$ cat config.mk
export PLATFORM = sky130hd
export DESIGN_NAME = uart_rx_ovs
export DESIGN_NICKNAME = d
export VERILOG_FILES = /design/src/rtl/uart_rx_ovs.sv
export SDC_FILE = /design/constraint.sdc
export NUM_CORES = 1
export LEC_CHECK = 0
export BUFFER_PORTS_ARGS = -buffer_cell sky130_fd_sc_hd__buf_2
export CELL_PAD_IN_SITES_DETAIL_PLACEMENT = 1
export CELL_PAD_IN_SITES_GLOBAL_PLACEMENT = 2
export CORE_MARGIN = 2
export CORE_UTILIZATION = 32
export DETAILED_ROUTE_END_ITERATION = 16
export PLACE_DENSITY = 0.67
export SLEW_MARGIN = 15
export SYNTH_ARGS = -nofsm -noshare
export SYNTH_HDL_FRONTEND = slang
export SYNTH_SLANG_ARGS = --single-unit
$ cat constraint.sdc
create_clock -name clk -period 1.88 [get_ports clk]
set_clock_uncertainty 0.1 [all_clocks]
set_input_delay 0.376 -clock clk [delete_from_list [all_inputs] [get_ports clk]]
set_output_delay 0.376 -clock clk [all_outputs]
set_load 0.01 [all_outputs]
$ cat src/rtl/uart_rx_ovs.sv
// Oversampling UART receiver: mid-bit sampling on sample_tick, a one-word holding
// register with valid/ack handshake, parity and framing flags, and an overrun pulse.
module uart_rx_ovs #(
  parameter int DATA_BITS  = 8,
  parameter int PARITY_EN  = 0,
  parameter int PARITY_ODD = 0,
  parameter int STOP_BITS  = 1,
  parameter int OVS        = 16
) (
  input  logic                 clk,
  input  logic                 rst_n,
  input  logic                 rx_line,
  input  logic                 sample_tick,
  output logic [DATA_BITS-1:0] rx_data,
  output logic                 rx_valid,
  input  logic                 rx_ack,
  output logic                 parity_err,
  output logic                 frame_err,
  output logic                 overrun
);
  localparam int CNT_W = $clog2(OVS);
  localparam int IDX_W = 4;
  localparam logic [CNT_W-1:0] HALF_LAST = CNT_W'(OVS / 2 - 1);
  localparam logic [CNT_W-1:0] FULL_LAST = CNT_W'(OVS - 1);
  localparam logic [IDX_W-1:0] DATA_LAST = IDX_W'(DATA_BITS - 1);
  localparam logic [IDX_W-1:0] STOP_LAST = IDX_W'(STOP_BITS - 1);
  localparam logic             ODD       = (PARITY_ODD != 0);

  typedef enum logic [2:0] {IDLE, START, DATA, PARITY, STOP} state_t;

  logic [1:0]           sync;
  logic                 line;
  state_t               state, state_nx;
  logic [CNT_W-1:0]     cnt, cnt_nx;
  logic [IDX_W-1:0]     idx, idx_nx;
  logic [DATA_BITS-1:0] shift, shift_nx;
  logic                 par_bit, par_bit_nx;
  logic                 stop_err, stop_err_nx;
  logic                 armed, armed_nx;
  logic                 frame_done, done_perr, done_ferr;

  assign line = sync[1];

  always_ff @(posedge clk or negedge rst_n) begin
    if (!rst_n) begin
      sync     <= 2'b11;
      state    <= IDLE;
      cnt      <= '0;
      idx      <= '0;
      shift    <= '0;
      par_bit  <= 1'b0;
      stop_err <= 1'b0;
      armed    <= 1'b0;
    end else begin
      // NOTE: non-blocking assignments make every register sample pre-edge values, independent of block order.
      sync     <= {sync[0], rx_line};
      state    <= state_nx;
      cnt      <= cnt_nx;
      idx      <= idx_nx;
      shift    <= shift_nx;
      par_bit  <= par_bit_nx;
      stop_err <= stop_err_nx;
      armed    <= armed_nx;
    end
  end

  // A start is only accepted once the line has been seen high (after reset or a break).
  always_comb begin
    // NOTE: every signal gets a default first; a path that skipped one would infer a latch.
    state_nx    = state;
    cnt_nx      = cnt;
    idx_nx      = idx;
    shift_nx    = shift;
    par_bit_nx  = par_bit;
    stop_err_nx = stop_err;
    armed_nx    = armed;
    frame_done  = 1'b0;
    if (sample_tick) begin
      case (state)
        IDLE: begin
          if (line) begin
            armed_nx = 1'b1;
          end else if (armed) begin
            state_nx = START;
            cnt_nx   = '0;
          end
        end
        START: begin
          if (cnt == HALF_LAST) begin
            cnt_nx      = '0;
            idx_nx      = '0;
            stop_err_nx = 1'b0;
            state_nx    = line ? IDLE : DATA;
          end else begin
            cnt_nx = cnt + CNT_W'(1);
          end
        end
        DATA: begin
          if (cnt == FULL_LAST) begin
            cnt_nx   = '0;
            shift_nx = {line, shift[DATA_BITS-1:1]};
            if (idx == DATA_LAST) begin
              idx_nx   = '0;
              state_nx = (PARITY_EN != 0) ? PARITY : STOP;
            end else begin
              idx_nx = idx + IDX_W'(1);
            end
          end else begin
            cnt_nx = cnt + CNT_W'(1);
          end
        end
        PARITY: begin
          if (cnt == FULL_LAST) begin
            cnt_nx     = '0;
            par_bit_nx = line;
            state_nx   = STOP;
          end else begin
            cnt_nx = cnt + CNT_W'(1);
          end
        end
        STOP: begin
          if (cnt == FULL_LAST) begin
            cnt_nx = '0;
            if (!line) stop_err_nx = 1'b1;
            if (idx == STOP_LAST) begin
              frame_done = 1'b1;
              idx_nx     = '0;
              armed_nx   = line;
              state_nx   = IDLE;
            end else begin
              idx_nx = idx + IDX_W'(1);
            end
          end else begin
            cnt_nx = cnt + CNT_W'(1);
          end
        end
        default: state_nx = IDLE;
      endcase
    end
  end

  assign done_ferr = stop_err | ~line;
  assign done_perr = (PARITY_EN != 0) && ((^shift ^ par_bit) != ODD);

  always_ff @(posedge clk or negedge rst_n) begin
    if (!rst_n) begin
      // NOTE: the holding register is reset as well, so rx_data reads 0 out of reset, not just rx_valid.
      rx_data    <= '0;
      rx_valid   <= 1'b0;
      parity_err <= 1'b0;
      frame_err  <= 1'b0;
      overrun    <= 1'b0;
    end else begin
      overrun <= 1'b0;
      if (frame_done) begin
        if (!rx_valid || rx_ack) begin
          rx_data    <= shift;
          parity_err <= done_perr;
          frame_err  <= done_ferr;
          rx_valid   <= 1'b1;
        end else begin
          overrun <= 1'b1;
        end
      end else if (rx_ack) begin
        rx_valid <= 1'b0;
      end
    end
  end

endmodule

* After elaboration in Yosys (flattened, before gate mapping)
Cells that the tools add are included.
** Word-level totals
- Register bits :: 34
- Latch bits :: 0
- RAM bits :: 0
- ROM bits :: 0
- Input bits :: 5
- Output and inout port bits :: 12
- Logic and storage cells :: 89
- Memories kept :: 0
** Operators by class
- Add/subtract/negate cells :: 2
- $mul :: 0
- Div/mod/pow operators :: 0
- Magnitude comparators :: 0
- Eq/ne operators :: 18
- Shift operators :: 0
- Muxes and demuxes :: 38
- Bitwise logic cells :: 2
- Reductions and logical operators :: 18
** Operators by type and width (count)
- 4-bit 2-to-1 mux :: 9
- 3-bit 2-to-1 mux :: 8
- 4-bit case mux with 3 select lines :: 2
- 2-bit != test, second input constant :: 10
- 1-bit 2-to-1 mux :: 15
- 3-bit case mux with 5 select lines :: 1
- 5-bit AND reduction :: 3
- 9-bit AND reduction :: 1
- 4-bit by 1-bit adder with 4-bit output, second input constant :: 2
- 4-bit by 3-bit equality test with 1-bit output, second input constant :: 2
- 3-bit by 2-bit equality test with 1-bit output, second input constant :: 2
- 2-bit nonzero test :: 3
- 3-bit nonzero test :: 2
- 4-bit equality test, second input constant :: 1
- 4-bit logical NOT :: 1
- 1-bit case mux with 2 select lines :: 2
- 2-bit AND reduction :: 2
- 4-bit AND reduction :: 1
- 3-bit by 1-bit equality test with 1-bit output, second input constant :: 1
- 3-bit equality test, second input constant :: 1
- 3-bit logical NOT :: 1
- 3-bit AND reduction :: 1
- 3-bit OR reduction :: 1
- 2-bit 2-to-1 mux :: 1
- 5 further kinds :: 5

* Logic depth before layout (Yosys ltp)
Gate-level depths: netlist of run 1.
- Depth in word-level cells :: 7
- Gate-level depth with buffers :: 7
- Depth with buffers taken out :: 6

* Worst setup path before layout of run 1
OpenSTA, ideal clock, no wires.
- Kind :: reg2reg
- From :: register idx[0]
- To :: register frame_err
- Library setup time :: 0.128 ns
- Arrival :: 1.671 ns
- Required time :: 1.652 ns
- Path slack :: -0.019 ns
- Stages on the path, launching flop included :: 8
- Path buffers :: 1
- Period minus slack after synthesis :: 1.899 ns
- Cells stage by stage :: dfrtp_1 inv_1 ha_1 nor3b_1 nand4_1 nor2b_1 buf_2 mux2_1
** Between the ends
- Longest elaborated chain between the ends :: 6
** Ends and longest elaborated chain
- start: declaration :: line 35 : logic [IDX_W-1:0] idx, idx_nx;
- start signal: assignment :: line 59 : idx <= idx_nx;
- 4-bit logical NOT :: line 125 : if (idx == STOP_LAST) begin
- 1-bit 2-to-1 mux :: line 125
- 1-bit 2-to-1 mux :: line 122 : if (cnt == FULL_LAST) begin
- 1-bit 2-to-1 mux :: line 79 : case (state)
- 1-bit 2-to-1 mux :: line 78 : if (sample_tick) begin
- 2-bit AND reduction (no source line)
- end signal: assignment :: line 159 : frame_err <= done_ferr;
- end: declaration :: line 18 : output logic frame_err,
No other way between the ends.
A chain may end at the register's enable or synchronous reset.

* Final worst setup path of run 1
- From :: register idx[0]
- To :: register rx_data[5]
** Between the ends
- Longest elaborated chain between the ends :: 6
** Ends and longest elaborated chain
- 4-bit logical NOT :: line 125
- 1-bit 2-to-1 mux :: line 125
- 1-bit 2-to-1 mux :: line 122
- 1-bit 2-to-1 mux :: line 79
- 1-bit 2-to-1 mux :: line 78
- 2-bit AND reduction (no source line)
- end signal: assignment :: line 157 : rx_data <= shift;
- end: declaration :: line 14 : output logic [DATA_BITS-1:0] rx_data,
No other way between the ends.

==> impl_results.md, run 1 <==
- Fin. max-slew vios: 0
- Largest net degree at the start of global routing: 19
- WP data arrival: 1.95 ns
- Tmin final: 1.884 ns
- Layout cell share with drive strength beyond 1: 0.4874
- Fin. Hold Viols: 0
- Setup Viol. Count Final: 1
- Setup ws final: -0.004120 ns
- Die area: 5983 um2
- Crit. End Element: register
- Residual DRC: 0
- CP Max Fanout: 5
- Commonest non-fill, non-tap cell in the layout: dfrtp_1
- Row Count: 26
- Initial antenna violation count: 0
- TritonCTS Sinks: 34
- Post-Place Cells: 249
- Seq/Total Area, Yosys: 0.4956
- Max VDD drop: 378.3 uV
- Crit start category: register
- Final GP Congestion: 0.7645
- Slowest Stage Delay on Critical Path: 0.41 ns
- Critical path type: register to register
- Tot GR Track Use: 0.1488
- First-pass GRT wire length: 7.024 mm
- Core area: 5140 um2
- Post-synth EDFFs: 0
- Distinct cells, synth: 47
- Detailed Routing Iterations Pass 1: 4
- RSZ-0062 raised after global routing: true
- Finished Layout Cells: 269
- Area growth syn-to-layout: 39.83%
- Worst-path cell chain: inv_2 -> ha_4 -> nor3b_4 -> nand4_1 -> nor2b_2 -> buf_6 -> mux2_4
- Worst-Skew Late Latency: 0.28 ns
- Post-DP HPWL: 3.024 mm
- Routed length per placed instance: 16.20 um
- GR Overflow Total: 0
- Filler cell count: 570
- IO Port Bufs: 15
- Max-cap violations: 0
- CTS Buf Count: 5
- Final Cycle Share: 1.002
- FMAX: 0.5308 GHz
- Synth Flop Type: dfrtp_1
- Most frequent cells in the layout: dfrtp_1 (29), buf_4 (28), buf_2 (16), mux2_4 (9)
- Post-synthesis async set-or-reset flop share: 1.000
- Crit path max-delay family: simple AND/OR/NAND/NOR gates
- Width of the die: 77.35 um
- Routed vias: 1324
- CP bufs+invs: 2
- Reg clk slew, reported paths: 0.07 ns
- Power density over the cells: 1162 nW/um2
- Min-delay worst type: primary input to register
- Syn Area/Cell: 11.87 um2
- Yosys warns: 0
- Critical Path RT: 1.95 ns
- Clk root buf: clkbuf_8
- Yosys top cell area share: 0.4651
- I/O pins: 17
- Yosys top cell by area: dfrtp_1
- Synth Register Bits: 34
- Syn Nets: 153
- Ant. Diodes: 0
- Starting Density: 0.3350
- WL final: 4.359 mm
- Cell area after synthesis: 1722 um2
- Lkg Pwr: 1.126 nW
- CTS max path bufs: 2
- Final-stage net count: 206
- TritonCTS clock tree: done
- Area contributors post-synth: dfrtp_1 (47%), mux2_1 (7.2%), mux2_2 (5.2%)
- DRT antenna net count: 0
- CTS HTree Levels: 2
- Crit-path slowest cell: dfrtp_1
- Mapped Cells: 145
- Die height: 77.35 um
- Violated checks: negative setup slack
- Vias in the first global route: 1392
- Via density: 4.922
- Drt first-iter violations: 57
- Status: complete, but fails checks
- DP Worst Slack: -0.09386 ns
-- where the power goes --
part	total (mW)	switching, mW	internal [mW]
clock	0.709	0.277	0.432
sequential	0.933	0.107	0.826
combinational	1.16	0.545	0.611
-- logic make-up (layout without fill, tap and decap cells) --
group | count (synthesis) | in the layout | synth area share
mux | 22 | 22 | 0.1417
flops | 34 | 34 | 0.4956
fa+ha+maj | 4 | 4 | 0.02762
xor+xnor | 1 | 1 | 0.005088
compound gates | 21 | 21 | 0.1061
buf+inv | 11 | 65 | 0.03270
simple gates | 51 | 51 | 0.1890
other cells | 1 | 1 | 0.002178
-- worst paths after layout --
| check | from | endpoint | slack, ns | depth (start not counted) |
|---|---|---|---|---|
| worst max-delay path | idx[0] | rx_data[5] | -0.004 | 7 |
| worst min-delay path | rx_line | sync[0] | 0.09 | 1 |
| min in group asynchronous | rst_n | cnt[1] | 0.47 | 2 |
| worst max register to register | idx[0] | rx_data[5] | -0.004 | 7 |
| max in group asynchronous | rst_n | cnt[3] | 0.76 | 3 |
| worst min register to register | sync[0] | sync[1] | 0.26 | 0 |
-- sequential cells by signal (all words and copies together), names as in the netlist --
register	flops
rx_data	8
shift	8
cnt	4
idx	4
state	3
sync	2
armed	1
frame_err	1
overrun	1
rx_valid	1
stop_err	1
-- cell usage after synthesis (4+ instances only) --
| library cell | number |
|---|---|
| dfrtp_1 | 32 |
| mux2_1 | 11 |
| mux2_2 | 8 |
| nand2_1 | 8 |
| nor2_1 | 7 |
| inv_1 | 6 |
| nand2b_1 | 6 |
| nor4_1 | 4 |
-- stage by stage --
stage                     power (mW)  setup TNS (ns)  instance area [um2]  hold slack [ns]    util
after global placement         1.802        -0.05801                 2061           0.2508  0.4009
final                          2.798       -0.004120                 2407          0.08900  0.4684
after global routing           2.974         -0.7996                 2407          0.08271  0.4684
after floorplan                1.478               0                 1727         -0.01959       -
after CTS                      2.624         -0.2637                 2251          0.08068  0.4379
after detailed placement       1.851         -0.5820                 2061           0.2513  0.4009
-- area by class of cell --
| type | count | area (um2) | area share |
|---|---|---|---|
| repair buffers | 51 | 390.4 | 0.1622 |
| clock buffers | 7 | 86.33 | 0.03586 |
| multi-input cells | 100 | 933.4 | 0.3877 |
| flip-flops and latches | 34 | 857.1 | 0.3560 |
| clock inverters | 1 | 30.03 | 0.01247 |
| inverters | 6 | 22.52 | 0.009356 |
| well taps | 70 | 87.58 | 0.03638 |
-- per-layer routing --
layer | track usage | vias to the layer above | share of wire
met5 | 0 | - | 0
met2 | 0.2600 | 14 | 0.53
met4 | 0.04286 | 0 | 0.011
li1 | - | 631 | -
met3 | 0.02558 | 5 | 0.021
met1 | 0.1888 | 674 | 0.43
-- what timing repair did --
action,CTS,global route
hold endpoints to repair,14,0
gates resized for setup,10,23
buffers inserted,2,8
cloned,1,0
setup endpoints to repair,13,25
hold buffers,1,0
pin swaps,1,4
Note: power is estimated with default switching activity, not from simulation.
==> run 2: changes to the inputs <==
--- a/config.mk
+++ b/config.mk
@@ -12,6 +12,7 @@
 export CORE_UTILIZATION = 32
 export DETAILED_ROUTE_END_ITERATION = 16
 export PLACE_DENSITY = 0.67
+export SETUP_SLACK_MARGIN = 0.02
 export SLEW_MARGIN = 15
 export SYNTH_ARGS = -nofsm -noshare
 export SYNTH_HDL_FRONTEND = slang
==> impl_results.md, run 2 (synthesis gave the netlist of run 1 again) <==
- Status: complete, but fails checks
- Violated checks: negative setup slack
- Die height: 77.35 um (unchanged)
- Commonest non-fill, non-tap cell in the layout: dfrtp_1
- TritonCTS Sinks: 34 (unchanged)
- Most frequent cells in the layout: dfrtp_1 (29), buf_4 (28), buf_2 (16), mux2_4 (9)
- Max-cap violations: 0 (unchanged)
- WP data arrival: 1.96 ns (about the same)
- Routed vias: 1324 (unchanged)
- I/O pins: 17 (unchanged)
- Final core occ: 0.4749 (+0.006573)
- FMAX: 0.5278 GHz (-0.56%)
- Via density: 4.922 (unchanged)
- Drt first-iter violations: 46 (-19%)
- Filler cell count: 568 (-0.35%)
- Row Count: 26 (unchanged)
- Total power: 2.854 mW (+2.0%)
- Register area: 857.1 um2 (unchanged)
- Crit. End Element: register
- Power density over the cells: 1169 nW/um2 (+0.57%)
- IO Port Bufs: 15 (unchanged)
- Placed cell areas: 2061 um2 (unchanged)
- TritonCTS clock tree: done
- Switch share: 0.3354 (+0.003292)
- Post-DP HPWL: 3.024 mm (unchanged)
- Min-delay worst type: primary input to register
- CTS HTree Levels: 2 (unchanged)
- Routed length per placed instance: 16.42 um (+1.3%)
- TNS Setup: -0.03743 ns (-0.03331 ns)
- Final Cell Area: 2441 um2 (+1.4%)
- Clk root buf: clkbuf_8
- Finished Layout Cells: 269 (unchanged)
- Initial antenna violation count: 0 (unchanged)
- Fin. max-slew vios: 0 (unchanged)
- Critical Path RT: 1.94 ns (about the same)
- Starting Density: 0.3350 (unchanged)
- Combinational power share: 0.424 (+0.011)
- Width of the die: 77.35 um (unchanged)
- CTS max path bufs: 2 (unchanged)
- Worst-Skew Late Latency: 0.28 ns (about the same)
- Setup ws final: -0.01472 ns (-0.01060 ns)
- WL final: 4.416 mm (+1.3%)
- Tmin final: 1.895 ns (+0.01060 ns)
- Crit start category: register
- DP Worst Slack: -0.09386 ns (unchanged)
- Core area: 5140 um2 (unchanged)
- Largest net degree at the start of global routing: 19 (unchanged)
- Tot GR Track Use: 0.1488 (unchanged)
- GR Overflow Total: 0 (unchanged)
- First-pass GRT wire length: 7.024 mm (unchanged)
- Area growth syn-to-layout: 41.79%
- Final-stage net count: 206 (unchanged)
- Reg clk slew, reported paths: 0.07 ns (about the same)
- Post-Place Cells: 249 (unchanged)
- Largest regs: rx_data x8, shift x8
- Ant. Diodes: 0 (unchanged)
- Max VDD drop: 387.7 uV (+2.5%)
- Int Pwr: 1.897 mW (+1.5%)
- Final GP Congestion: 0.7645 (unchanged)
- Layout cell share with drive strength beyond 1: 0.5075 (+0.02010)
- Lkg Pwr: 1.129 nW (+0.26%)
- Setup Viol. Count Final: 5 (+4)
- Final Cycle Share: 1.008 (+0.005640)
- CTS Buf Count: 5 (unchanged)
- Die area: 5983 um2 (unchanged)
- Detailed Routing Iterations Pass 1: 4 (unchanged)
- Critical path type: register to register
- CP Max Fanout: 5 (unchanged)
- Psw: 0.9569 mW (+3.0%)
- Vias in the first global route: 1392 (unchanged)
- DRT antenna net count: 0 (unchanged)
- Residual DRC: 0 (unchanged)
- Final hold slack: 0.09055 ns (+0.001547 ns)
- Fin. Hold Viols: 0 (unchanged)
- Power share of the sequential group: 0.328 (-0.005)
- Clock power frac: 0.248 (-0.006)
- RSZ-0062 raised after global routing: true
- Multi-input logic area: 963.4 um2 (+3.2%)
## run 2: cell types whose count changed in the layout (fill, tap and decap cells not counted), sizes merged
cell,delta
buf,+1
clkbuf,-1
## run 2: final cells by class
cell class	count	share of cell area
Multi-Input combinational cell	100	0.3947
Sequential cell	34	0.3511
Tap cell	70	0.03588
Clock buffer	7	0.03537
Clock inverter	1	0.01230
Timing Repair Buffer	51	0.1615
Inverter	6	0.009226
## run 2: final timing paths
check / start / to / slack (ns) / cells after the start
hold reg to reg: sync[0] / sync[1] / 0.26 / 0
hold / removal: rx_line / sync[0] / 0.09 / 1
max in group asynchronous: rst_n / cnt[3] / 0.74 / 3
setup reg to reg: idx[0] / rx_data[5] / -0.01 / 7
min in group asynchronous: rst_n / cnt[1] / 0.47 / 2
setup / recovery: idx[0] / rx_data[5] / -0.01 / 7
## run 2: power groups by stage
| stage | Combinational [mW] | Sequential [mW] | Clock, mW |
|---|---|---|---|
| floorplan | 0.561 | 0.917 | 0 |
| global route | 1.31 | 0.951 | 0.766 |
| detailed placement | 0.886 | 0.965 | 0 |
| finish | 1.21 | 0.935 | 0.707 |
| global placement | 0.844 | 0.957 | 0 |
| CTS | 0.935 | 0.963 | 0.725 |
## run 2: critical path, cell delays in order (launching register included)
cell	delay, ns
dfrtp_1	0.41
inv_2	0.08
ha_4	0.13
nor3b_4	0.21
nand4_1	0.17
nor2b_2	0.20
buf_6	0.16
mux2_4	0.31
## run 2: metal layers
metal	GRT usage	part of all wire
met3	0.02558	0.020
met4	0.04286	0.011
met2	0.2600	0.51
met1	0.1888	0.45
met5	0	0
## run 2: timing repair
action,CTS,global route
pin swaps,1,5
setup buffers,2,8
hold buffers,1,0
endpoints found under the setup margin,15,26
cloned,1,0
endpoints found under the hold margin,14,0
resized for setup,10,31
==> run 3: changes to the inputs <==
--- a/config.mk
+++ b/config.mk
@@ -7,11 +7,11 @@
 export LEC_CHECK = 0
 export BUFFER_PORTS_ARGS = -buffer_cell sky130_fd_sc_hd__buf_2
 export CELL_PAD_IN_SITES_DETAIL_PLACEMENT = 1
-export CELL_PAD_IN_SITES_GLOBAL_PLACEMENT = 2
+export CELL_PAD_IN_SITES_GLOBAL_PLACEMENT = 1
 export CORE_MARGIN = 2
 export CORE_UTILIZATION = 32
 export DETAILED_ROUTE_END_ITERATION = 16
-export PLACE_DENSITY = 0.67
+export PLACE_DENSITY = 0.58
 export SETUP_SLACK_MARGIN = 0.02
 export SLEW_MARGIN = 15
 export SYNTH_ARGS = -nofsm -noshare
==> impl_results.md, run 3 (synthesis gave the netlist of run 1 again) <==
- Max-cap violations: 0 (unchanged)
- Residual DRC: 0 (unchanged)
- Reg clk slew, reported paths: 0.08 ns (about the same)
- Detailed Routing Iterations Pass 1: 4 (unchanged)
- TritonCTS clock tree: done
- Fin. Hold Viols: 0 (unchanged)
- Tmin final: 1.934 ns (+0.03894 ns)
- Clk root buf: clkbuf_8
- Final-stage net count: 199 (-3.4%)
- Vias in the first global route: 1452 (+4.3%)
- Crit-path slowest cell: dfrtp_2
- Die height: 77.35 um (unchanged)
- Crit. End Element: register
- FMAX: 0.5172 GHz (-2.0%)
- DRT antenna net count: 0 (unchanged)
- Post-DP HPWL: 2.758 mm (-8.8%)
- Max VDD drop: 586.5 uV (+51%)
- Status: complete, but fails checks
- Area growth syn-to-layout: 35.90%
- Final Cycle Share: 1.029 (+0.02071)
- Core area: 5140 um2 (unchanged)
- WL final: 4.045 mm (-8.4%)
- TritonCTS Sinks: 34 (unchanged)
- Worst-path cell chain: buf_4 -> nor4bb_4 -> nor4_2 -> nor4_1 -> mux2_1
- Row Count: 26 (unchanged)
- Power density over the cells: 1187 nW/um2 (+1.5%)
- Finished Layout Cells: 262 (-2.6%)
- Crit start category: register
- Post-Place Cells: 246 (-1.2%)
- Initial antenna violation count: 0 (unchanged)
- Setup ws final: -0.05367 ns (-0.03894 ns)
- Drt first-iter violations: 36 (-22%)
- Ant. Diodes: 0 (unchanged)
- Total power: 2.777 mW (-2.7%)
- Commonest non-fill, non-tap cell in the layout: dfrtp_1
- CP Max Fanout: 13 (+8)
- CTS max path bufs: 2 (unchanged)
- Final core occ: 0.4552 (-0.01972)
- Most frequent cells in the layout: dfrtp_1 (31), buf_4 (25), buf_2 (15), mux2_4 (9)
- RSZ-0062 raised after global routing: true
- Final GP Congestion: 0.8253 (+8.0%)
- Slowest Stage Delay on Critical Path: 0.51 ns (+0.10 ns)
- Critical path type: register to register
- Fin. max-slew vios: 0 (unchanged)
- CTS Buf Count: 5 (unchanged)
- I/O pins: 17 (unchanged)
- WP data arrival: 2.01 ns (+0.05 ns)
- CTS HTree Levels: 2 (unchanged)
- First-pass GRT wire length: 7.051 mm (+0.38%)
- Critical Path RT: 1.96 ns (+0.02 ns)
- Layout cell share with drive strength beyond 1: 0.4583 (-0.04920)
- Worst-Skew Late Latency: 0.29 ns (about the same)
- Via density: 5.122 (+4.1%)
- Die area: 5983 um2 (unchanged)
- GR Overflow Total: 0 (unchanged)
- Starting Density: 0.3350 (unchanged)
- Largest net degree at the start of global routing: 35 (+16)
- Routed length per placed instance: 15.44 um (-6.0%)
- Tot GR Track Use: 0.1493 (+0.0004339)
- Routed vias: 1342 (+1.4%)
- Largest regs: rx_data x8, shift x8
- Setup Viol. Count Final: 12 (+7)
- Min-delay worst type: primary input to asynchronous set/reset pin
- IO Port Bufs: 15 (unchanged)
- Lkg Pwr: 1.097 nW (-2.8%)
- Violated checks: negative setup slack
- Final Cell Area: 2340 um2 (-4.2%)
- DP Worst Slack: -0.1347 ns (-0.04086 ns)
- Placed cell areas: 2026 um2 (-1.7%)
- Post-CTS Hold Buffers: 0 (-1)
- Width of the die: 77.35 um (unchanged)
-- run 3: changes by cell type in the layout (fill, tap and decap cells not counted), sizes merged --
cell         previous run  this run
clkbuf                  7         5
bufinv                  1         2
dlygate4sd3             1         0
clkinv                  0         1
buf                    50        44
-- run 3: metal layers --
metal	track usage	up-vias	routed length, um
met5	0	-	0
met4	0.06964	0	99
met3	0.04535	11	139
met2	0.2487	22	2060
met1	0.1761	688	1745
li1	-	621	-
-- run 3: repair_timing --
item	4_1_cts	5_1_grt
setup buffers	2	5
pin swaps	2	6
hold endpoints to repair	0	0
setup endpoints to repair	14	18
resized for setup	16	11
gates cloned	1	0
-- run 3: layout make-up --
class                           count  area, um2
Fill cell                         581       2800
Multi-Input combinational cell    100      920.9
Sequential cell                    34      854.6
Timing Repair Buffer               44      316.6
Tap cell                           70      87.58
Clock buffer                        5      68.82
Clock inverter                      3      68.82
Inverter                            6      22.52
-- run 3: path summary, 6_finish.rpt --
check	to	slack (ns)	startpoint	depth (start not counted)
max	state[1]	-0.05	state[2]	5
min	idx[3]	0.002	rst_n	2
max reg2reg	state[1]	-0.05	state[2]	5
min reg2reg	sync[1]	0.26	sync[0]	0
max in group asynchronous	sync[0]	1.34	rst_n	2
min in group clk	sync[0]	0.08	rx_line	1
-- run 3: per-stage QoR --
stage / TNS [ns] / hold slack [ns]
6_report: -0.2360 / 0.002473
5_1_grt: -1.948 / 0.04717
4_1_cts: -0.2043 / 0.01866
3_5_place_dp: -0.4778 / 0.2522
3_3_place_gp: -0.04452 / 0.2459
2_1_floorplan: 0 / -0.01959
-- run 3: power breakdown --
group          switching [mW]  internal [mW]
Clock                   0.288          0.531
Combinational           0.456          0.529
Sequential              0.150          0.821
Total                   0.895           1.88
-- run 3: worst max-delay path, delay by kind of cell (launching register included) --
family	cells	cell delay (ns)
simple gates	3	0.68
flops	1	0.51
mux	1	0.35
buf+inv	1	0.18
